--- config.mk ---
export PLATFORM = sky130hd
export DESIGN_NAME = if_id_stage_ctrl
export DESIGN_NICKNAME = d
export VERILOG_FILES = /design/src/rtl/if_id_stage_ctrl.sv
export SDC_FILE = /design/constraint.sdc
export NUM_CORES = 1
export LEC_CHECK = 0
export ABC_AREA = 1
export BUFFER_PORTS_ARGS = -buffer_cell sky130_fd_sc_hd__buf_2
export CAP_MARGIN = 20
export CORE_MARGIN = 4
export CORE_UTILIZATION = 54
export DETAILED_ROUTE_END_ITERATION = 6
export GPL_ROUTABILITY_DRIVEN = 0
export PLACE_DENSITY_LB_ADDON = 0.25
export SYNTH_ARGS = -nofsm -noshare
export SYNTH_HDL_FRONTEND = slang
export SYNTH_SLANG_ARGS = --single-unit
--- constraint.sdc ---
create_clock -name clk -period 2.89 [get_ports clk]
set_clock_uncertainty 0.15 [all_clocks]
set_input_delay 0.1445 -clock clk [delete_from_list [all_inputs] [get_ports clk]]
set_output_delay 0.1445 -clock clk [all_outputs]
set_load 0.05 [all_outputs]
--- src/rtl/if_id_stage_ctrl.sv ---
// Fetch PC and IF/ID register driven by hazard stall/flush; one-cycle fetch latency, one bubble per redirect.
// Stall freezes PC and IF/ID and takes priority over flush; stall and flush counters saturate at all-ones.
module if_id_stage_ctrl #(
    parameter logic [31:0] RESET_PC = 32'h0000_0000,
    parameter int          CNT_W    = 16
) (
    input  logic             clk,
    input  logic             rst,
    input  logic             stall,
    input  logic             flushIFID,
    input  logic             ID_is_jump,
    input  logic [31:0]      branch_target,
    input  logic [31:0]      jump_target,
    input  logic [31:0]      imem_rdata,
    output logic [31:0]      pc,
    output logic [31:0]      IF_ID_instr,
    output logic [31:0]      IF_ID_pc_plus4,
    output logic             IF_ID_valid,
    output logic [CNT_W-1:0] stall_cnt,
    output logic [CNT_W-1:0] flush_cnt
);

    logic [31:0]      pc_q, pc_d;
    logic [31:0]      instr_q, instr_d;
    logic [31:0]      pc_plus4_q, pc_plus4_d;
    logic             valid_q, valid_d;
    logic [CNT_W-1:0] stall_cnt_q, stall_cnt_d;
    logic [CNT_W-1:0] flush_cnt_q, flush_cnt_d;
    logic [31:0]      redirect_tgt;
    logic [31:0]      pc_inc;

    assign redirect_tgt = ID_is_jump ? jump_target : branch_target;
    assign pc_inc       = pc_q + 32'd4;

    always_comb begin
        pc_d        = pc_q;
        instr_d     = instr_q;
        pc_plus4_d  = pc_plus4_q;
        valid_d     = valid_q;
        stall_cnt_d = stall_cnt_q;
        flush_cnt_d = flush_cnt_q;
        // A redirect raised during a stall is dropped; the hazard unit reasserts it later.
        if (stall) begin
            if (stall_cnt_q != {CNT_W{1'b1}}) begin
                stall_cnt_d = stall_cnt_q + CNT_W'(1);
            end
        end else if (flushIFID) begin
            pc_d       = {redirect_tgt[31:2], 2'b00};
            instr_d    = 32'h0;
            pc_plus4_d = 32'h0;
            valid_d    = 1'b0;
            if (flush_cnt_q != {CNT_W{1'b1}}) begin
                flush_cnt_d = flush_cnt_q + CNT_W'(1);
            end
        end else begin
            instr_d    = imem_rdata;
            pc_plus4_d = pc_inc;
            valid_d    = 1'b1;
            pc_d       = pc_inc;
        end
    end

    always_ff @(posedge clk) begin
        if (rst) begin
            pc_q        <= RESET_PC;
            instr_q     <= 32'h0;
            pc_plus4_q  <= 32'h0;
            valid_q     <= 1'b0;
            stall_cnt_q <= '0;
            flush_cnt_q <= '0;
        end else begin
            pc_q        <= pc_d;
            instr_q     <= instr_d;
            pc_plus4_q  <= pc_plus4_d;
            valid_q     <= valid_d;
            stall_cnt_q <= stall_cnt_d;
            flush_cnt_q <= flush_cnt_d;
        end
    end

    assign pc             = pc_q;
    assign IF_ID_instr    = instr_q;
    assign IF_ID_pc_plus4 = pc_plus4_q;
    assign IF_ID_valid    = valid_q;
    assign stall_cnt      = stall_cnt_q;
    assign flush_cnt      = flush_cnt_q;

endmodule

After elaboration in Yosys (flattened, before gate mapping)
Cells that the tools add are included.
- bits in registers: 129
- output and inout bits: 129
- add/subtract/negate cells: 3
- eq/ne operators: 2
- mux-type cells: 5
- bitwise logic cells: 1
- reduce and logical (&&, ||, !) cells: 2
- operators by type and width (cell ; number):
    $mux 32 ; 4
    $add 16x1->16 const B ; 2
    $add 32x3->32 const B ; 1
    $ne 16x16->1 const B ; 2
    $reduce_and 3->1 ; 1
    $reduce_and 2->1 ; 1
    $mux 1 ; 1
    $not 1->1 ; 1

Longest topological paths before layout
Gate-level depths: netlist of run 1.
- depth in word-level cells: 2
- gate-level depth with buffers: 11
- mapped depth without buffers: 11

Least setup slack after synthesis of run 1
No wires, ideal clock.
- path type: reg2reg
- start: register stall_cnt_q[1] (netlist: stall_cnt[1])
- end: register stall_cnt_q[1] (netlist: stall_cnt[1])
- arrival: 1.831 ns
- data required time: 2.624 ns
- slack: 0.793 ns
- cell stages (with the launch flop): 11
- buffers on the path: 1
- clock period less this slack: 2.097 ns
- cells stage by stage: dfxtp_1 > ha_1 > nand2_2 > nor2_4 > and2_4 > nand3_4 > nand2_8 > inv_4 > buf_6 > nor2_1 > nor2_1
- cells in the longest elaborated chain, start to end: 2
- elaborated cells between the ends (all ways): 3
- classes of those cells: 1 x add/sub; 1 x eq/ne; 1 x reduce/logical
- ends and longest elaborated chain (what ; line ; source):
    start, declared ; 27 ; logic [CNT_W-1:0] stall_cnt_q, stall_cnt_d;
    start signal, assigned ; 76 ; stall_cnt_q <= stall_cnt_d;
    branches (longest 2 deep; another with $add 16x1->16) ; n/a ;
Parallel ways; which one is timed is not known.
A chain may end at the register's enable or synchronous reset.

Final worst setup path of run 1
- start: register pc_q[2] (netlist: pc[2])
- end: register pc_q[10] (netlist: pc[10])
- cells in the longest elaborated chain, start to end: 2
- ends and longest elaborated chain (what ; line ; source):
    start, declared ; 23 ; logic [31:0] pc_q, pc_d;
    start signal, assigned ; 72 ; pc_q <= pc_d;
    $add 32x3->32 ; 33 ; assign pc_inc = pc_q + 32'd4;
    $mux 32 ; 47 ; end else if (flushIFID) begin
No other way between the ends.

==> results of run 1 <==
-- metrics by stage --
stage	area, um2	utilization, %
2_1_floorplan	6430	-
3_3_place_gp	7550	65.6
3_5_place_dp	7550	65.6
4_1_cts	8870	77.0
5_1_grt	8870	77.0
6_report	8870	77.0
-- state kept, by name (all words and copies together), names as in the netlist --
register,cells
IF_ID_valid,1
stall_cnt,16
IF_ID_instr,32
flush_cnt,16
pc,30
IF_ID_pc_plus4,31
-- power by group --
part | internal (mW) | total [mW] | switching (mW)
Combinational | 0.266 | 0.830 | 0.565
Sequential | 1.82 | 1.89 | 0.0747
Clock | 1.31 | 2.10 | 0.790
Total | 3.39 | 4.82 | 1.43
-- routing by layer --
metal  share of wire, %  GRT usage (%)  vias to the layer above
met3                7.5           7.92                       66
met5                  0              0                        -
li1                   -              -                     3610
met1                 38           35.3                     3371
met2                 51           54.0                      357
met4                4.1           16.5                        0
-- cell type report --
class | count | area share (%)
clock buffer | 22 | 5.23
multi-input combinational | 672 | 37.7
clock inverter | 10 | 1.27
tap | 143 | 2.02
sequential | 126 | 28.4
timing repair buffer | 307 | 21.8
inverter | 84 | 3.58
-- synth_stat cells, types with 5 or more instances --
cell type,instances
inv_1,78
nor3_1,13
nand2_2,15
a21oi_1,67
buf_1,5
inv_2,5
nor2_2,10
nand4_1,7
clkbuf_1,22
a22o_1,32
xor2_1,12
buf_2,13
xnor2_1,6
nor2_1,112
o21ai_0,75
nand2_1,210
dfxtp_1,126
a21oi_2,9
o21ai_1,5
nand3_1,69
-- worst paths after layout --
check                           cells past startpoint                               to                       startpoint
worst max-delay path                                9              pc[10]$_SDFFE_PP0N_               pc[2]$_SDFFE_PP0N_
worst min-delay path                                5              pc[28]$_SDFFE_PP0N_                branch_target[28]
worst max register to register                      9              pc[10]$_SDFFE_PP0N_               pc[2]$_SDFFE_PP0N_
worst min register to register                      2  IF_ID_pc_plus4[31]$_SDFFE_PP0N_  IF_ID_pc_plus4[31]$_SDFFE_PP0N_
-- critical path, stage by stage, from the launching register on --
cell and delay (ps):
dfxtp_1 400, ha_1 240, nand2_2 90, nor2_1 200, nand2_1 130, o211ai_1 280, o211ai_1 140, dlygate4sd3_1 600
nand2_1 60, inv_1 30
-- layout by cell type, fill, tap and decap left out, types with 13 or more instances in the layout --
| cell type | n |
|---|---|
| a21oi_1 | 67 |
| a22o_1 | 32 |
| buf_2 | 223 |
| clkbuf_16 | 17 |
| dfxtp_1 | 126 |
| dlygate4sd3_1 | 74 |
| inv_1 | 77 |
| nand2_1 | 210 |
| nand2_2 | 15 |
| nand3_1 | 69 |
| nor2_1 | 111 |
| nor3_1 | 13 |
| o21ai_0 | 75 |
-- kinds of logic after synthesis --
group                    after synthesis
other                                  1
adder cells (fa/ha/maj)                3
XOR/XNOR                              18
AND/OR/NAND/NOR                      446
flip-flops                           126
AO/OA/AOI/OAI                        203
buffers and inverters                132
-- timing repair --
item	CTS	global route
setup buffers	0	0
endpoints found under the hold margin	59	0
hold buffers	74	0
==> flow_summary.toml, run 1 <==
[outcome]
status = "complete, no violations"

[routing]
wirelength_um = 21500
vias_per_cell = 5.43
drtPass1Iterations = 6
dr.first_iter.drc_count = 655
vias = 7404
drc_errors = 0
drt-wirelength-per-cell_um = 15.8
ant_nets = 0

[yosys]
yosysUniqueCellTypes = 39
ys_warn_count = 0
synth_cells = 929
avgSynthCellArea_um2 = 6.92
ys_ff_latch = 126
yosysSeqAreaShare_pct = 39.3
synth_xor_xnor_area_share_pct = 2.45
yosysTopAreaCellShare_pct = 39.3
yosys.area_share.adder_pct = 0.584
synth-edff-count = 0
synth_area_leaders = "dfxtp_1, nand2_1, nor2_1, o21ai_0, nand3_1"
synth_top_cell_by_area = "dfxtp_1"
synth_compound_area_share_pct = 18.8
synthesis.area_um2 = 6430
synth_top_family_by_area = "simple AND/OR/NAND/NOR gates"
synthArstFlopShare_pct = 0
synth.area.mux_share_pct = 0
yosys.area_share.simple_pct = 30.0
ys.flop_type = "dfxtp_1"

[clock_tree]
cts_tree = "done"
numCtsBuffers = 17
clock_sinks = 126
clk_latency_ps = 420
ctsRootBufferMaster = "clkbuf_16"
cts_resized = 0
htreeDepth = 4
clk_pin_slew_worst_paths_ps = 60
clk_path_buf_depth = 2

[grt]
gr-total-overflow = 0
antenna_found_initial = 0
grt_pass1_vias = 7058
grt_max_degree = 40
grt_pass1_wl_um = 33700
grt_usage_pct = 31.2

[pwr]
total_power_mw = 4.82
power_density_nw_per_um2 = 544
leakagePower_nw = 4.15
peakVddDrop_mv = 0.414

[critical_path]
critPathLaunchType = "register"
cp-end-kind = "register"
rrSetupSlack_ps = 470
crit_arrival_ps = 2590
path_class = "reg -> reg"
worst_ep_required_time_ps = 3060
crit_fanout = 5

[layout]
final_layout_size_suffix_gt1_share_pct = 25.4
layout.cells.non_filler = 1364
fin_nets = 1312
multi_input_area_um2 = 3340
area_growth_pct = 38.0
regArea_um2 = 2520
antenna_cells = 0
nFillCells = 855

[sta]
tns_ps = 0
finalCriticalPeriod_ps = 2420
finalSetupViolCount = 0
max_freq_mhz = 413
maxSlewViolCount = 0
min_period_over_period_pct = 83.8
hold_violations = 0
worstMarginPinSlew_ps = 785
fin_hold_ws_ps = 3.86
rsz0062_at_grt = "no"
relSlewSlack_pct = 47.6
setup_ws_ps = 468

[worst_hold_path]
hold_class = "in -> reg"

[floorplanning]
die_w_um = 117
core.rowCount = 39
dieHeight_um = 117
dieArea_um2 = 13700
core_um2 = 11500
start_util_pct = 55.8
io-pin-count = 230

[place]
dp.cells = 1258
dp_hpwl_um = 13800
port_buffers = 223
place_ws_ps = 875

[job]
drv_cap = 0
Power figures use the tool's default switching activity.
==> inputs of run 2 (changes only) <==
--- a/config.mk
+++ b/config.mk
@@ -5,11 +5,11 @@
 export SDC_FILE = /design/constraint.sdc
 export NUM_CORES = 1
 export LEC_CHECK = 0
-export ABC_AREA = 1
+export ABC_AREA = 0
 export BUFFER_PORTS_ARGS = -buffer_cell sky130_fd_sc_hd__buf_2
 export CAP_MARGIN = 20
 export CORE_MARGIN = 4
-export CORE_UTILIZATION = 54
+export CORE_UTILIZATION = 50
 export DETAILED_ROUTE_END_ITERATION = 6
 export GPL_ROUTABILITY_DRIVEN = 0
 export PLACE_DENSITY_LB_ADDON = 0.25
==> constraint.sdc (replaced) <==
create_clock -name clk -period 2.3 [get_ports clk]
set_clock_uncertainty 0.15 [all_clocks]
set_input_delay 0.115 -clock clk [delete_from_list [all_inputs] [get_ports clk]]
set_output_delay 0.115 -clock clk [all_outputs]
set_load 0.05 [all_outputs]
==> flow_summary.toml, run 2 <==
[sta]
finalSetupViolCount = 0
finalCriticalPeriod_ps = 2150
tns_ps = 0
min_period_over_period_pct = 93.6
fin_hold_ws_ps = 19.4
worstMarginPinSlew_ps = 614
rsz0062_at_grt = "no"
hold_violations = 0
relSlewSlack_pct = 58.8
maxSlewViolCount = 0
max_freq_mhz = 464

[clock_tree]
numCtsBuffers = 17
ctsRootBufferMaster = "clkbuf_16"
clk_path_buf_depth = 2
cts_setup_buffers = 0
hold_buffers = 62
clock_sinks = 126
cts_resized = 0
htreeDepth = 4
cts_tree = "done"
clk_pin_slew_worst_paths_ps = 60
clk_latency_ps = 420

[worst_hold_path]
hold_class = "in -> reg"
worstHoldStart = "branch_target[2]"
min_delay_path_depth = 5
hold_end = "pc[2]$_SDFFE_PP0N_"

[job]
drv_cap = 0

[routing]
drtPass1Iterations = 5
vias_per_cell = 5.77
ant_nets = 0
drc_errors = 0
drt-wirelength-per-cell_um = 17.1
vias = 6993
dr.first_iter.drc_count = 384
wirelength_um = 20700

[place]
dp_hpwl_um = 13500
port_buffers = 223

[yosys]
synth-edff-count = 0
ys_warn_count = 0
synthesis.area_um2 = 6410
synth_top_cell_by_area = "dfxtp_1"
synth_common_cells = "dfxtp_1, nor2_1, nand2_1, a21oi_1, clkbuf_1"
avgSynthCellArea_um2 = 8.53
synth.most_common_cell = "dfxtp_1"
synthArstFlopShare_pct = 0
ys_ff_latch = 126
yosysTopAreaCellShare_pct = 39.3
ys.flop_type = "dfxtp_1"
synth_cells = 752
yosysSeqAreaShare_pct = 39.3
yosysUniqueCellTypes = 69
synth_area_leaders = "dfxtp_1, a22o_1, mux2i_1, nor2_1, mux2_2"

[grt]
gr-total-overflow = 0
grt_usage_pct = 27.8
grt_max_degree = 94
grt_pass1_wl_um = 33100
antenna_found_initial = 0
grt_pass1_vias = 6559

[critical_path]
rrSetupSlack_ps = 150
path_cells = "nand4_4 > or4_4 > o311a_1 > a221o_1"
reg2reg_depth = 4
cp-end-kind = "register"
startpoint = "pc[9]$_SDFFE_PP0N_"
crit_fanout = 15
critPathLaunchType = "register"
worst_ep_required_time_ps = 2450
reg2reg_to = "IF_ID_pc_plus4[31]$_SDFFE_PP0N_"
crit_arrival_ps = 2310
worstReg2RegStart = "pc[9]$_SDFFE_PP0N_"
cp_num_buf_inv = 0
crit_path_max_incr_delay_ps = 680
path_class = "reg -> reg"
critPathSlowestCell = "or4_4"
cpLargestDelayFamily = "simple AND/OR/NAND/NOR gates"

[pwr]
peakVddDrop_mv = 0.502
total_power_mw = 6.12
leakagePower_nw = 3.98
power_density_nw_per_um2 = 672

[layout]
antenna_cells = 0
area_growth_pct = 41.8
fin_nets = 1131
final_common_cell = "buf_2"
final_cell_mix = "buf_2, dfxtp_1, nor2_1, dlygate4sd3_1, nand2_1"
final_layout_size_suffix_gt1_share_pct = 32.7
largest_register_ff_count = 32

[floorplanning]
start_util_pct = 51.0
dieArea_um2 = 14700
dieHeight_um = 121
core.rowCount = 41
die_w_um = 121
io-pin-count = 230
core_um2 = 12600

[outcome]
status = "complete, no violations"
run 2: cell count changes after synthesis, moves of 26 or more:
cell     change
nand2_1    -154
inv_1       -72
o21ai_0     -46
nor2_1      -44
nand3_1     -41
mux2i_1     +26
run 2: cells by family (layout without fill, tap and decap cells):
logic type	after synthesis	in the layout	synth area share, %
and+or+nand+nor	288	288	23.6
AOI/OAI and AO/OA	207	207	23.0
DFF	126	126	39.3
buffers and inverters	72	359	4.64
muxes	46	46	7.57
xor gates and xnor gates	9	9	1.23
adders and majority gates	3	3	0.585
other	1	2	0.0585
run 2: tightest hold or removal path, stage by stage:
cell,delay (ps)
buf_2,100
mux2i_1,110
a211oi_1,80
a21oi_1,110
nor2_1,40
run 2: cell type report:
class	instances	area (um2)
Sequential cell	126	2550
Inverter	7	26.3
Fill cell	988	3470
Timing Repair Buffer	320	2050
Tap cell	172	215
Multi-Input combinational cell	555	3620
Clock buffer	17	425
Clock inverter	15	211
run 2: stage by stage:
stage          cells  area [um2]  worst slack, ps  util (%)
2_1_floorplan    753        6450           -0.104         -
3_3_place_gp    1118        7840              202      62.4
3_5_place_dp    1118        7840              172      62.4
4_1_cts         1212        9100              161      72.4
5_1_grt         1212        9100             63.6      72.4
6_report        1212        9100              147      72.4
run 2: power by group:
| part | switching (mW) | internal (mW) | leakage (nW) |
|---|---|---|---|
| Clock | 1.05 | 1.83 | 0.308 |
| Sequential | 0.0788 | 2.26 | 1.03 |
| Combinational | 0.558 | 0.342 | 2.64 |
run 2: metal layers:
metal  part of all wire [%]  global-route usage, %
met5                      0                      0
met4                    1.9                   10.6
met3                    7.9                   6.57
met2                     47                   44.4
met1                     43                   36.6
run 2: worst max path at each step:
| stage | to | slack (ps) | depth (start not counted) |
|---|---|---|---|
| 6_report | IF_ID_pc_plus4[31]$_SDFFE_PP0N_ | 150 | 4 |
| 5_1_grt | IF_ID_pc_plus4[31]$_SDFFE_PP0N_ | 60 | 4 |
| 4_1_cts | pc[30]$_SDFFE_PP0N_ | 160 | 4 |
| 3_5_place_dp | IF_ID_pc_plus4[31]$_SDFFE_PP0N_ | 170 | 4 |
| 3_3_place_gp | IF_ID_pc_plus4[31]$_SDFFE_PP0N_ | 200 | 4 |
| 2_1_floorplan | pc[30]$_SDFFE_PP0N_ | -0.1 | 5 |
